<file path="config.mk">
export PLATFORM = sky130hd
export DESIGN_NAME = mat_vec_engine
export DESIGN_NICKNAME = d
export VERILOG_FILES = /design/src/rtl/mat_vec_engine.sv
export SDC_FILE = /design/constraint.sdc
export NUM_CORES = 2
export LEC_CHECK = 0
export CORE_ASPECT_RATIO = 1.4
export CORE_MARGIN = 2
export CORE_UTILIZATION = 30
export DETAILED_ROUTE_END_ITERATION = 16
export GPL_TIMING_DRIVEN = 0
export PLACE_DENSITY = 0.53
export SYNTH_ARGS = -nofsm -noshare
export SYNTH_HDL_FRONTEND = slang
export SYNTH_SLANG_ARGS = --single-unit
</file>
<file path="constraint.sdc">
create_clock -name clk -period 22.3 [get_ports clk]
set_input_delay 2.23 -clock clk [delete_from_list [all_inputs] [get_ports clk]]
set_output_delay 2.23 -clock clk [all_outputs]
set_load 0.02 [all_outputs]
</file>
<file path="src/rtl/mat_vec_engine.sv">
// Systolic matrix-vector multiplier: C[r] = sum_k A[r][k]*B[k].
// Row lanes are skewed one cycle per row; results are held until the consumer takes them.
module mat_vec_engine #(
  parameter int DATA_WIDTH = 8,
  parameter int ROWS       = 8,
  parameter int MAX_K      = 256,
  parameter int ACC_WIDTH  = 3*DATA_WIDTH,
  parameter int SIGNED     = 0,
  parameter int SATURATE   = 0
) (
  input  logic                          clk,
  input  logic                          rst,
  input  logic                          start,
  input  logic [$clog2(MAX_K+1)-1:0]    vec_len,
  input  logic                          abort,
  input  logic                          in_valid,
  output logic                          in_ready,
  input  logic [ROWS*DATA_WIDTH-1:0]    a_col,
  input  logic [DATA_WIDTH-1:0]         b_elem,
  output logic                          out_valid,
  input  logic                          out_ready,
  output logic [ROWS*ACC_WIDTH-1:0]     c_out,
  output logic                          overflow,
  output logic                          busy
);

  localparam int LW  = $clog2(MAX_K+1);
  localparam int CW  = $clog2(ROWS+1);
  localparam int DW2 = 2*DATA_WIDTH;

  localparam logic [1:0] IDLE  = 2'd0;
  localparam logic [1:0] RUN   = 2'd1;
  localparam logic [1:0] DRAIN = 2'd2;
  localparam logic [1:0] DONE  = 2'd3;

  logic [1:0]    state;
  logic [LW-1:0] len_q;
  logic [LW-1:0] beat_cnt;
  logic [CW-1:0] drain_cnt;
  logic          kill;
  logic          go;
  logic          accept;
  logic          last_beat;
  logic          drain_end;

  logic [ROWS-1:0]       en_pipe;
  logic [DATA_WIDTH-1:0] b_pipe [ROWS];
  logic [ROWS-1:0]       lane_ovf;

  assign kill      = abort && (state != IDLE);
  assign go        = start && (state == IDLE);
  assign accept    = (state == RUN) && in_valid && !abort;
  assign last_beat = accept && ((beat_cnt + LW'(1)) == len_q);
  assign drain_end = (state == DRAIN) && (drain_cnt == CW'(ROWS));

  assign in_ready  = (state == RUN) && !abort;
  assign out_valid = (state == DONE) && !abort;
  assign busy      = (state != IDLE);

  always_ff @(posedge clk or posedge rst) begin
    if (rst) begin
      state     <= IDLE;
      len_q     <= '0;
      beat_cnt  <= '0;
      drain_cnt <= '0;
    end else if (kill) begin
      state     <= IDLE;
      beat_cnt  <= '0;
      drain_cnt <= '0;
    end else begin
      case (state)
        IDLE: begin
          if (start) begin
            len_q     <= vec_len;
            beat_cnt  <= '0;
            drain_cnt <= '0;
            state     <= (vec_len == '0) ? DONE : RUN;
          end
        end
        RUN: begin
          if (accept) begin
            beat_cnt <= beat_cnt + LW'(1);
            if (last_beat)
              state <= DRAIN;
          end
        end
        DRAIN: begin
          if (drain_end)
            state <= DONE;
          else
            drain_cnt <= drain_cnt + CW'(1);
        end
        DONE: begin
          if (out_ready)
            state <= IDLE;
        end
        default: state <= IDLE;
      endcase
    end
  end

  // Enable and B travel down the skew; row r taps stage r.
  always_ff @(posedge clk or posedge rst) begin
    if (rst) begin
      en_pipe <= '0;
      for (int i = 0; i < ROWS; i++)
        b_pipe[i] <= '0;
    end else begin
      en_pipe[0] <= accept;
      b_pipe[0]  <= b_elem;
      for (int i = 1; i < ROWS; i++) begin
        en_pipe[i] <= en_pipe[i-1];
        b_pipe[i]  <= b_pipe[i-1];
      end
      if (kill)
        en_pipe <= '0;
    end
  end

  for (genvar r = 0; r < ROWS; r++) begin : g_row
    logic [DATA_WIDTH-1:0] a_sh [0:r];
    logic [DW2-1:0]        prod;
    logic [ACC_WIDTH-1:0]  addend;
    logic [ACC_WIDTH:0]    sum;
    logic [ACC_WIDTH-1:0]  sat_val;
    logic [ACC_WIDTH-1:0]  acc;
    logic [ACC_WIDTH-1:0]  acc_nxt;
    logic                  ovf;

    always_ff @(posedge clk or posedge rst) begin
      if (rst) begin
        for (int i = 0; i <= r; i++)
          a_sh[i] <= '0;
      end else begin
        a_sh[0] <= a_col[r*DATA_WIDTH +: DATA_WIDTH];
        for (int i = 1; i <= r; i++)
          a_sh[i] <= a_sh[i-1];
      end
    end

    always_comb begin
      prod    = '0;
      addend  = '0;
      sat_val = '1;
      ovf     = 1'b0;
      if (SIGNED != 0) begin
        prod   = DW2'($signed(a_sh[r])) * DW2'($signed(b_pipe[r]));
        addend = ACC_WIDTH'($signed(prod));
      end else begin
        prod   = DW2'(a_sh[r]) * DW2'(b_pipe[r]);
        addend = ACC_WIDTH'(prod);
      end
      sum = {1'b0, acc} + {1'b0, addend};
      if (SIGNED != 0) begin
        ovf = (acc[ACC_WIDTH-1] == addend[ACC_WIDTH-1]) &&
              (sum[ACC_WIDTH-1] != acc[ACC_WIDTH-1]);
        sat_val = acc[ACC_WIDTH-1] ? {1'b1, {(ACC_WIDTH-1){1'b0}}}
                                   : {1'b0, {(ACC_WIDTH-1){1'b1}}};
      end else begin
        ovf = sum[ACC_WIDTH];
      end
      acc_nxt = ((SATURATE != 0) && ovf) ? sat_val : sum[ACC_WIDTH-1:0];
    end

    always_ff @(posedge clk or posedge rst) begin
      if (rst)
        acc <= '0;
      else if (go)
        acc <= '0;
      else if (en_pipe[r] && !kill)
        acc <= acc_nxt;
    end

    assign c_out[r*ACC_WIDTH +: ACC_WIDTH] = acc;
    assign lane_ovf[r] = en_pipe[r] && ovf;
  end

  always_ff @(posedge clk or posedge rst) begin
    if (rst)
      overflow <= 1'b0;
    else if (go)
      overflow <= 1'b0;
    else if (!kill && (|lane_ovf))
      overflow <= 1'b1;
  end

endmodule

</file>
==> results by stage <==
STA:
- The final-layout worst hold slack is 0.334 ns.
- In this run the tightest slew margin relative to its limit is 15.1%.
- Setup violations remaining at the end of the flow were counted as 0.
- The maximum clock frequency is 166 MHz.
- The worst clock skew is 0.0353 ns.
- The clock period could shrink to 6.04 ns.
- The pin slew with the least headroom to its limit is 1.26 ns.
- The number of max-slew violations in the final report was 0.
- In the finished design, the share of the clock period the worst path needs comes to 27.1%.
- The number of endpoints with negative hold slack in the final report is 0.
- Once routing completed, OpenROAD measured the worst setup slack at 16.26 ns.
- Setup repair after global routing left no endpoint under its margin.

Setup path:
- Together, buffers and inverters on the worst path number 2.
- Along the worst path, the maximum fanout reaches 7.
- The signal on the critical path passes through clkdlybuf4s50_1, nor2b_1, clkdlybuf4s50_1.
- The library cell appearing most often on the critical path is sky130_fd_sc_hd__clkdlybuf4s50_1.
- STA classifies the critical path endpoint as an output pin.
- The type of element launching the critical path is an input port.
- Broken down by cell family, the worst path's largest delay share belongs to buffers and inverters.
- The kind of critical path is in -> out.
- The worst stage delay on the critical path is 0.75 ns.
- The arrival time at the worst endpoint is 3.81 ns.
- STA puts the critical path data required time at 20.07 ns.
- The slowest cell on the critical path is sky130_fd_sc_hd__clkdlybuf4s50_1.

Power and ir drop:
- The total power density per cell area is 104 nW/um^2.
- The net switching component of the power is 2040 uW.
- The combinational power share is 50.2%.
- The static leakage is 0.0229 uW.
- The design internal power is 2850 uW.
- The worst-case IR drop observed on VDD is 0.0466 mV.
- Of the total power, the share spent switching nets is 41.7%.
- Of the total power, the clock network draws 24.1%.
- The share of total power dissipated in sequential elements is 25.7%.

Final layout:
- Leaving out fill and tap cells, the most frequent cells in the layout are sky130_fd_sc_hd__inv_1 (800), sky130_fd_sc_hd__dfrtp_1 (577), sky130_fd_sc_hd__nand2_1 (527), sky130_fd_sc_hd__fa_1 (400), sky130_fd_sc_hd__ha_1 (335).
- Once layout is done, the placed cells without fillers occupy 47,100 sq um.
- The number of inserted filler cells in the final layout is 13,300.
- From synthesis to final layout, the design area changed by 19.0%.
- The post-route core utilization is 36.0%.
- The most common cell after layout, fill and taps aside is sky130_fd_sc_hd__inv_1.
- After the flow finishes, the layout carries non-filler instances totaling 6,115.
- The post-layout net count is 5,133.
- In the final layout, the share of cells above drive strength 1 is 3.05%.

Logic synthesis:
- The number of warnings reported in the yosys synthesis log is 0.
- In the post-synthesis netlist, the biggest area contributors are sky130_fd_sc_hd__dfrtp_1 (36%), sky130_fd_sc_hd__fa_1 (20%), sky130_fd_sc_hd__ha_1 (11%).
- The biggest area contributor in the post-synthesis netlist is sky130_fd_sc_hd__dfrtp_1.
- After synthesis the cells add up to 39,600 sq um.
- The net count after synthesis is 4,776.
- Synthesis inferred 577 register bits.
- After synthesis, the netlist uses 65 different library cells.
- The most used flip-flop cell after synthesis is sky130_fd_sc_hd__dfrtp_1.
- The number of enable-type register cells in the synthesized netlist is 0.
- A synthesized cell averages 10.0 sq um.
- Summed over its instances, the top area cell type makes up 36.5% of the synthesized netlist area.
- The sequential share of the synthesized area is 36.5%.
- Counting flops with an async set or reset pin after synthesis yields a share of 100%.
- Synthesis handed over a netlist of 3,954 instances.

Clocking:
- In this run, post-CTS repair resized a total of 0 instances.
- TritonCTS built the clock tree.
- For this design, the sink count on the clock tree is 577.
- The clock-pin slew on the worst setup and hold paths is 0.07 ns.
- The number of H-tree levels is 3.
- The number of buffers on the longest clock path is 3.
- The clock root buffer is sky130_fd_sc_hd__clkbuf_16.
- The latest clock arrival within the worst-skew pair is 0.67 ns.
- Buffers inserted to repair hold after CTS numbered 0.
- The number of setup buffers added after CTS is 0.
- TritonCTS created 68 clock buffers.

Global route:
- The overflow left after global routing is 0.
- The number of global-route vias before repair is 30,000.
- The pin count of the biggest net entering global routing is 125.
- The total routing resource utilization after global routing is 16.7%.
- The number of antenna violations at the first check in global routing is 5.
- The first global-routing pass estimated 173,000 um of wire.

Detailed routing:
- The number of remaining DRC errors is 0.
- The first-iteration detailed-routing DRC count is 1,255.
- The average vias per placed instance is 4.55.
- The final layout contains routed wiring with a total length of 109,000 um.
- The count of antenna-violating nets left after detailed routing is 0.
- The first-pass iteration count of the detailed router is 5.
- The total number of vias is 27,800.
- The average wire per standard cell is 17.8 um.

Min path:
- The path category of the worst min-delay check is reg -> reg.

Die:
- The floorplan die width is 311 um.
- In this run the core area contains 157 standard-cell rows.
- The core region is 131,000 sq um.
- The floorplan die area is 135,000 sq um.
- The initial core utilization is 30.3%.
- The height of the chip is 434 um.
- In this run the count of I/O pins placed on the die edge is 283.

Placed design:
- Once placement completed, the tool counted placed cells totaling 5,990.
- Once detailed placement completed, the half-perimeter wirelength came to 88,100 um.
- Timing analysis after detailed placement gives a worst setup slack of 16.12 ns.
- The placed instances occupy a cell area of 44,700 sq um.
- The global placer's final weighted congestion is 0.857.
- The count of input and output buffers is 282.

Job:
- Max-cap violations in this run came to 0.

Outcome:
- The run finished with clean final reports.
==> cell families after synthesis <==
kind of cell	count (synthesis)	synth area share, %
XOR/XNOR	131	2.90
AO/OA/AOI/OAI	496	7.91
buffers and inverters	875	8.30
flip-flops	577	36.5
multiplexers	4	0.101
AND/OR/NAND/NOR	1136	13.5
adder cells (fa/ha/maj)	735	30.8
==> area by class of cell <==
class	instances	area (sq um)	share of cell area [%]
Multi-Input combinational cell	2502	21900	46.4
Sequential cell	577	14400	30.7
Inverter	804	3030	6.42
Timing Repair Buffer	287	2960	6.29
Tap cell	1749	2190	4.65
Clock buffer	94	1980	4.21
Clock inverter	28	363	0.771
Buffer	71	269	0.571
Antenna cell	3	7.51	0.0159
==> worst reg2reg max path: stages (launching register included) <==
cell,delay [ns]
sky130_fd_sc_hd__dfrtp_1,0.43
sky130_fd_sc_hd__clkbuf_1,0.35
sky130_fd_sc_hd__nand2_1,0.13
sky130_fd_sc_hd__fa_1,0.52
sky130_fd_sc_hd__inv_1,0.05
sky130_fd_sc_hd__fa_1,0.49
sky130_fd_sc_hd__inv_1,0.05
sky130_fd_sc_hd__fa_1,0.51
sky130_fd_sc_hd__fa_1,0.50
sky130_fd_sc_hd__inv_1,0.04
sky130_fd_sc_hd__ha_1,0.30
sky130_fd_sc_hd__o21ai_1,0.10
sky130_fd_sc_hd__o211a_1,0.22
sky130_fd_sc_hd__a211o_1,0.31
sky130_fd_sc_hd__o31ai_1,0.54
sky130_fd_sc_hd__nor3_1,0.10
sky130_fd_sc_hd__nor4_1,0.77
sky130_fd_sc_hd__a41oi_1,0.28
sky130_fd_sc_hd__a31oi_1,0.25
==> flip-flops by register name (all words and copies together), names as in the netlist <==
name	flops
beat_cnt	9
en_pipe	8
drain_cnt	4
overflow	1
b_pipe	64
g_row.a_sh	288
len_q	9
state	2
g_row.acc	192
==> metrics by stage <==
stage,TNS [ns],power [uW]
floorplan,0,3040
global placement,-2257.90,3720
detailed placement,0,3740
CTS,0,4980
global route,0,5380
finish,0,4890
==> cell usage after synthesis, drive strengths merged (3+ instances only) <==
| cell type | count |
|---|---|
| nand3b | 4 |
| o211ai | 19 |
| o22ai | 5 |
| nor3 | 38 |
| o311ai | 3 |
| inv | 801 |
| clkbuf | 62 |
| o21bai | 17 |
| dfrtp | 577 |
| and3 | 23 |
| and2 | 286 |
| xor2 | 54 |
| a21oi | 195 |
| nand2 | 527 |
| nor2 | 142 |
| a31oi | 13 |
| a22o | 18 |
| o2111ai | 5 |
| o21a | 11 |
| mux2i | 4 |
| a211o | 6 |
| nor2b | 11 |
| a2111oi | 3 |
| a21o | 30 |
| nand3 | 54 |
| nor4 | 9 |
| or3 | 12 |
| a211oi | 42 |
| buf | 9 |
| a2bb2oi | 5 |
| a31o | 7 |
| nand4 | 11 |
| nand2b | 10 |
| o31ai | 12 |
| o21ai | 83 |
| clkinv | 3 |
| ha | 335 |
| fa | 400 |
| xnor2 | 77 |
| a41oi | 3 |
==> final timing paths <==
check / startpoint / to / slack [ns] / cells after the start
max in group asynchronous: rst / b_pipe[50] / 18.67 / 4
min reg2reg: g_row[6].a_sh[12] / g_row[6].a_sh[4] / 0.33 / 0
max: abort / in_ready / 16.26 / 3
max reg2reg: b_pipe[40] / overflow / 16.26 / 18
min: g_row[6].a_sh[12] / g_row[6].a_sh[4] / 0.33 / 0
min in group asynchronous: rst / g_row[7].a_sh[9] / 2.10 / 2
==> per-layer routing <==
layer  vias to the layer above  track usage, %  share of wire [%]
li1                      13100               -                  -
met1                     14000            19.6                 41
met4                         2            8.08                4.6
met2                       528            29.5                 50
met5                         -               0              0.012
met3                       190            3.05                4.5
==> power groups by stage <==
| stage | clock network, uW | registers [uW] | logic [uW] |
|---|---|---|---|
| 6_report | 1180 | 1260 | 2460 |
| 5_1_grt | 1270 | 1270 | 2840 |
| 2_1_floorplan | 0 | 1280 | 1760 |
| 4_1_cts | 1230 | 1260 | 2490 |
| 3_5_place_dp | 0 | 1280 | 2460 |
| 3_3_place_gp | 0 | 1280 | 2440 |
Power figures use the tool's default switching activity.
